File: src/rtl/ram_80x16_fifo_ctrl.sv
// FIFO controller mastering an external 80x16 pseudo-dual-port RAM macro, with a 2-entry output buffer.
// Optional idle retention/sleep sequencer is built when RAM_80X16_FIFO_SLEEP_EN is defined.
module ram_80x16_fifo_ctrl #(
  parameter int         DEPTH       = 80,
  parameter int         IDLE_CYCLES = 16,
  parameter int         WAKE_CYCLES = 2,
  parameter logic [7:0] SVOP_VAL    = 8'h00
) (
  input  logic        CLK,
  input  logic        RST,
  input  logic        wr_pvld,
  output logic        wr_prdy,
  input  logic [15:0] wr_pd,
  output logic        rd_pvld,
  input  logic        rd_prdy,
  output logic [15:0] rd_pd,
  input  logic        sleep_allow,
  output logic [6:0]  fifo_cnt,
  output logic        ram_we,
  output logic [6:0]  ram_wadr,
  output logic [15:0] ram_wd,
  output logic        ram_re,
  output logic [6:0]  ram_radr,
  input  logic [15:0] ram_rd,
  output logic [7:0]  ram_sleep_en,
  output logic        ram_ret_en,
  output logic        ram_iddq,
  output logic [7:0]  ram_svop
);

  localparam logic [6:0] DEPTH_W  = 7'(DEPTH);
  localparam logic [6:0] LAST_ADR = 7'(DEPTH - 1);

  logic [6:0]  wptr_reg, wptr_next;
  logic [6:0]  rptr_reg, rptr_next;
  logic [6:0]  ram_cnt_reg, ram_cnt_next;
  logic        inflight_reg;
  logic [1:0]  obuf_cnt_reg, obuf_cnt_next;
  logic        obuf_head_reg, obuf_head_next;
  logic [15:0] obuf_mem [2];
  logic [1:0]  obuf_we;
  logic        obuf_wr_idx;
  logic        active;
  logic        push;
  logic        pop;
  logic        re_issue;

  // Reset gates the handshakes combinationally so nothing moves while RST is held.
  assign wr_prdy  = ~RST & active & (ram_cnt_reg < DEPTH_W);
  assign push     = wr_pvld & wr_prdy;
  assign rd_pvld  = (obuf_cnt_reg != 2'd0);
  assign pop      = rd_pvld & rd_prdy;
  // Issue only if the buffer can absorb the returning word after this cycle's pop.
  assign re_issue = ~RST & active & (ram_cnt_reg != 7'd0) &
                    (({1'b0, obuf_cnt_reg} + {2'b00, inflight_reg}) < (3'd2 + {2'b00, pop}));

  assign ram_we   = push;
  assign ram_wadr = wptr_reg;
  assign ram_wd   = push ? wr_pd : 16'h0000;
  assign ram_re   = re_issue;
  assign ram_radr = rptr_reg;
  assign ram_iddq = 1'b0;
  assign ram_svop = SVOP_VAL;

  assign rd_pd    = obuf_mem[obuf_head_reg];
  assign fifo_cnt = ram_cnt_reg + {6'b0, inflight_reg} + {5'b0, obuf_cnt_reg};

  assign obuf_wr_idx = obuf_head_reg ^ obuf_cnt_reg[0];

  generate
    for (genvar gi = 0; gi < 2; gi++) begin : g_obuf_we
      assign obuf_we[gi] = inflight_reg & (obuf_wr_idx == 1'(gi));
    end
  endgenerate

  always_comb begin
    wptr_next = wptr_reg;
    if (push) wptr_next = (wptr_reg == LAST_ADR) ? 7'd0 : wptr_reg + 7'd1;
    rptr_next = rptr_reg;
    if (re_issue) rptr_next = (rptr_reg == LAST_ADR) ? 7'd0 : rptr_reg + 7'd1;
    ram_cnt_next   = ram_cnt_reg + {6'b0, push} - {6'b0, re_issue};
    obuf_cnt_next  = obuf_cnt_reg + {1'b0, inflight_reg} - {1'b0, pop};
    obuf_head_next = obuf_head_reg ^ pop;
  end

  always_ff @(posedge CLK) begin
    if (RST) begin
      wptr_reg      <= 7'd0;
      rptr_reg      <= 7'd0;
      ram_cnt_reg   <= 7'd0;
      inflight_reg  <= 1'b0;
      obuf_cnt_reg  <= 2'd0;
      obuf_head_reg <= 1'b0;
      for (int i = 0; i < 2; i++) obuf_mem[i] <= 16'h0000;
    end else begin
      wptr_reg      <= wptr_next;
      rptr_reg      <= rptr_next;
      ram_cnt_reg   <= ram_cnt_next;
      inflight_reg  <= re_issue;
      obuf_cnt_reg  <= obuf_cnt_next;
      obuf_head_reg <= obuf_head_next;
      for (int i = 0; i < 2; i++) begin
        if (obuf_we[i]) obuf_mem[i] <= ram_rd;
      end
    end
  end

`ifdef RAM_80X16_FIFO_SLEEP_EN
  typedef enum logic [1:0] {ST_ACTIVE, ST_RET, ST_SLEEP, ST_WAKE} state_t;

  localparam int             IW      = $clog2(IDLE_CYCLES + 1);
  localparam int             WW      = $clog2(WAKE_CYCLES + 1);
  localparam logic [IW-1:0]  IDLE_W  = IW'(IDLE_CYCLES);
  localparam logic [WW-1:0]  WAKE_LAST = WW'(WAKE_CYCLES - 1);

  state_t          state_reg, state_next;
  logic [IW-1:0]   idle_cnt_reg, idle_cnt_next;
  logic [WW-1:0]   wake_cnt_reg, wake_cnt_next;
  logic            idle_now;

  assign idle_now = ~wr_pvld & ~push & ~re_issue & ~inflight_reg;

  always_ff @(posedge CLK) begin
    if (RST) begin
      state_reg    <= ST_ACTIVE;
      idle_cnt_reg <= '0;
      wake_cnt_reg <= '0;
    end else begin
      state_reg    <= state_next;
      idle_cnt_reg <= idle_cnt_next;
      wake_cnt_reg <= wake_cnt_next;
    end
  end

  always_comb begin
    state_next    = state_reg;
    idle_cnt_next = '0;
    wake_cnt_next = '0;
    case (state_reg)
      ST_ACTIVE: begin
        if (idle_now) idle_cnt_next = (idle_cnt_reg == IDLE_W) ? idle_cnt_reg : idle_cnt_reg + 1'b1;
        if (sleep_allow && idle_now && (idle_cnt_reg == IDLE_W)) state_next = ST_RET;
      end
      ST_RET:   state_next = ST_SLEEP;
      ST_SLEEP: begin
        if (wr_pvld || !sleep_allow || ((ram_cnt_reg != 7'd0) && (obuf_cnt_reg < 2'd2)))
          state_next = ST_WAKE;
      end
      ST_WAKE: begin
        wake_cnt_next = wake_cnt_reg + 1'b1;
        if (wake_cnt_reg == WAKE_LAST) begin
          state_next    = ST_ACTIVE;
          wake_cnt_next = '0;
        end
      end
      default: state_next = ST_ACTIVE;
    endcase
  end

  always_comb begin
    active       = (state_reg == ST_ACTIVE);
    ram_sleep_en = 8'h00;
    ram_ret_en   = 1'b0;
    case (state_reg)
      ST_RET:   ram_ret_en = 1'b1;
      ST_SLEEP: begin
        ram_sleep_en = 8'hFF;
        ram_ret_en   = 1'b1;
      end
      ST_WAKE:  ram_ret_en = 1'b1;
      default:  ram_ret_en = 1'b0;
    endcase
  end
`else
  logic unused_sleep_allow;

  assign active             = 1'b1;
  assign ram_sleep_en       = 8'h00;
  assign ram_ret_en         = 1'b0;
  assign unused_sleep_allow = sleep_allow;
`endif

endmodule

File: config.mk
export PLATFORM = sky130hd
export DESIGN_NAME = ram_80x16_fifo_ctrl
export DESIGN_NICKNAME = d
export VERILOG_FILES = /design/src/rtl/ram_80x16_fifo_ctrl.sv
export SDC_FILE = /design/constraint.sdc
export NUM_CORES = 1
export LEC_CHECK = 0
export CELL_PAD_IN_SITES_DETAIL_PLACEMENT = 1
export CELL_PAD_IN_SITES_GLOBAL_PLACEMENT = 1
export CORE_MARGIN = 10
export CORE_UTILIZATION = 37
export DETAILED_ROUTE_END_ITERATION = 16
export GPL_TIMING_DRIVEN = 0
export PLACE_DENSITY = 0.92
export SYNTH_ARGS = -nofsm -noshare
export SYNTH_HDL_FRONTEND = slang
export SYNTH_SLANG_ARGS = --single-unit
export TNS_END_PERCENT = 5
File: constraint.sdc
create_clock -name CLK -period 8.75 [get_ports CLK]
set_input_delay 1.75 -clock CLK [delete_from_list [all_inputs] [get_ports CLK]]
set_output_delay 1.75 -clock CLK [all_outputs]
set_load 0.05 [all_outputs]
==> run metrics <==
row count 33; FMAX 171 MHz; routed vias/inst 4.95; vias in the first global route 2830; Clock Sinks 57; Seq/Total Area, Yosys 46.4%; first-pass GRT wire length 15.9 mm; iteration count of the initial detailed-routing pass 4; CP Capture Type output port; yosys warns 0; final hold slack 0.505 ns; Mean Syn Cell Area 10.9 um^2; initial drt markers 102; Req. time, crit path 7.00 ns; Detailed Place HPWL 7.65 mm; Clk Tree Root Cell clkbuf_8; Antenna Cells 0; Die H 112 um; Setup WS pre-CTS 2.90 ns; Crit Path Class input port to output port; Final min period 5.84 ns; Vias 2568; Skew-Pair Late Insertion Delay 0.34 ns; width of the die 112 um; Yosys reg bits 57; Post-Route WL 10.0 mm; Least-Margin Pin Slew 0.747 ns; Final Hold Viols 0; Hold-fix buffers, CTS 0; Final Slew Violations 0; CTS Buf Count 9; post-detailed-route wirelength per cell 19.3 um; Port Buffers 92; power density over the cells 334 nW/um^2; synth-to-layout area growth 41.3%; CTS Buffer Depth 2; mapped cell area 3150 um^2; PnR worst setup slack 2.91 ns; Reg clk slew, reported paths 0.07 ns; Slew headroom 50.1%; Min-Delay Path Class flop to flop; max FFs per register 32; GRT Overall Usage 15.6%; FILL cells 917; fin crit share 66.7%; r2r startpoint ram_cnt_reg[3]; initial antenna violation count 0; CTS tree yes; Final ANT Viol Nets 0; Max IR drop VDD 0.172 mV; # H-tree levels 3; Overflow after GRT 0; Core Region 8260 um^2; Final setup viols 0; Worst Skew 0.00899 ns; Leakage 1.95 nW; critical path peak fanout 10; RSZ-0062 raised after global routing no; largest net degree at the start of global routing 17; CP startpoint kind input port; DR DRC count 0; setup_tns 0 ns; RD Place Congestion 0.739; Overall Power 1.49 mW; post-CTS resize count 0; Starting Density 38.1%; Setup Fix Bufs, Post-CTS 0; arrival time worst endpoint 4.09 ns; Biggest register obuf_mem; Unique masters post-synth 43; Worst Setup SP RST; maxcap violations 0; IO Pins 112; # nets final 470; cell count after synthesis 288; hold wc startpoint ram_radr[2]; layout cell share with drive strength beyond 1 13.8%; status complete, no violations; die area 12600 um^2
where the power goes:
group | leakage [nW] | switching, mW | internal (mW)
registers | 0.542 | 0.0514 | 0.365
logic | 1.33 | 0.540 | 0.310
clock network | 0.0866 | 0.116 | 0.104
total | 1.95 | 0.708 | 0.779
synthesized netlist by cell type, drive strengths merged:
cell,instances,area share [%]
buf,24,5.6
dfxtp,25,16
or2,1,0.20
a211o,2,0.56
edfxtp,32,31
nor4,3,0.60
nand2,12,1.4
o21bai,1,0.24
nor4bb,2,0.64
a21o,1,0.24
mux2,16,5.7
o21a,1,0.24
xor2,7,1.9
or3,2,0.40
mux2i,4,1.3
and2,6,1.2
conb,1,0.12
nor4b,2,0.56
a211oi,3,1.0
nand4b,1,0.28
a31oi,2,0.40
inv,16,1.9
xnor2,10,2.8
nand3,4,0.64
o211ai,1,0.24
fa,3,1.9
o21ai,8,1.3
a41oi,1,0.28
and3,37,7.4
nor2,14,1.7
a41o,1,0.32
clkbuf,7,0.83
nor3b,2,0.48
nand4,1,0.20
nor2b,8,1.6
ha,21,8.3
o311ai,1,0.28
a21oi,5,0.79
layout make-up:
type / count / area, um^2 / share of cell area, %
Multi-Input combinational cell: 201 / 1490 / 33.4
Sequential cell: 57 / 1460 / 32.9
Timing Repair Buffer: 93 / 932 / 21.0
Buffer: 31 / 204 / 4.59
Tap cell: 105 / 131 / 2.95
Clock buffer: 10 / 128 / 2.87
Inverter: 16 / 60.1 / 1.35
Clock inverter: 6 / 43.8 / 0.985
critical path, stage by stage:
cell and delay (ns):
clkdlybuf4s50_1 0.46, a211oi_2 0.50, clkbuf_1 0.34, and3_1 0.22, clkdlybuf4s50_1 0.81
metrics by stage:
stage,cell area (um^2),util (%),cells
after global placement,4260,51.6,502
after CTS,4450,53.8,519
after floorplan,3210,-,305
final,4450,53.8,519
after global routing,4450,53.8,519
after detailed placement,4280,51.8,503
path summary, 6_finish.rpt:
check	end	slack [ns]	cells past startpoint
worst max-delay path	ram_wd[7]	2.91	5
worst min-delay path	ram_radr[2]	0.51	1
worst max register to register	ram_cnt_reg[6]	5.44	15
worst min register to register	ram_radr[2]	0.51	1
per-layer routing:
metal	part of all wire, %	wire, um	GRT usage, %	up-vias
met1	38	3820	16.5	1260
met4	1.9	194	5.50	0
met2	56	5560	29.2	63
met3	4.3	429	3.78	18
met5	0	0	0	-
li1	-	-	-	1227
cells in the final DEF, fill, tap and decap left out, types with 4 or more instances in the layout:
master            n
clkdlybuf4s50_1  92
and3_1           37
edfxtp_1         32
dfxtp_1          25
ha_1             21
buf_4            19
conb_1           18
inv_1            16
mux2_2           16
nor2_1           14
nand2_1          12
xnor2_1          10
clkbuf_8          9
nor2b_1           8
clkbuf_1          8
xor2_1            7
and2_1            6
o21ai_0           5
a21oi_1           5
nand3_1           4
mux2i_1           4
logic make-up (layout without fill, tap and decap cells):
kind of cell | count (synthesis) | after routing | share of synthesized area, %
simple gates | 95 | 95 | 17.2
flops | 57 | 57 | 46.4
buf+inv | 47 | 156 | 8.39
compound gates | 27 | 27 | 5.88
fa+ha+maj | 24 | 24 | 10.3
mux | 20 | 20 | 7.00
xor+xnor | 17 | 17 | 4.73
other cells | 1 | 18 | 0.119
Note: power is estimated with default switching activity, not from simulation.
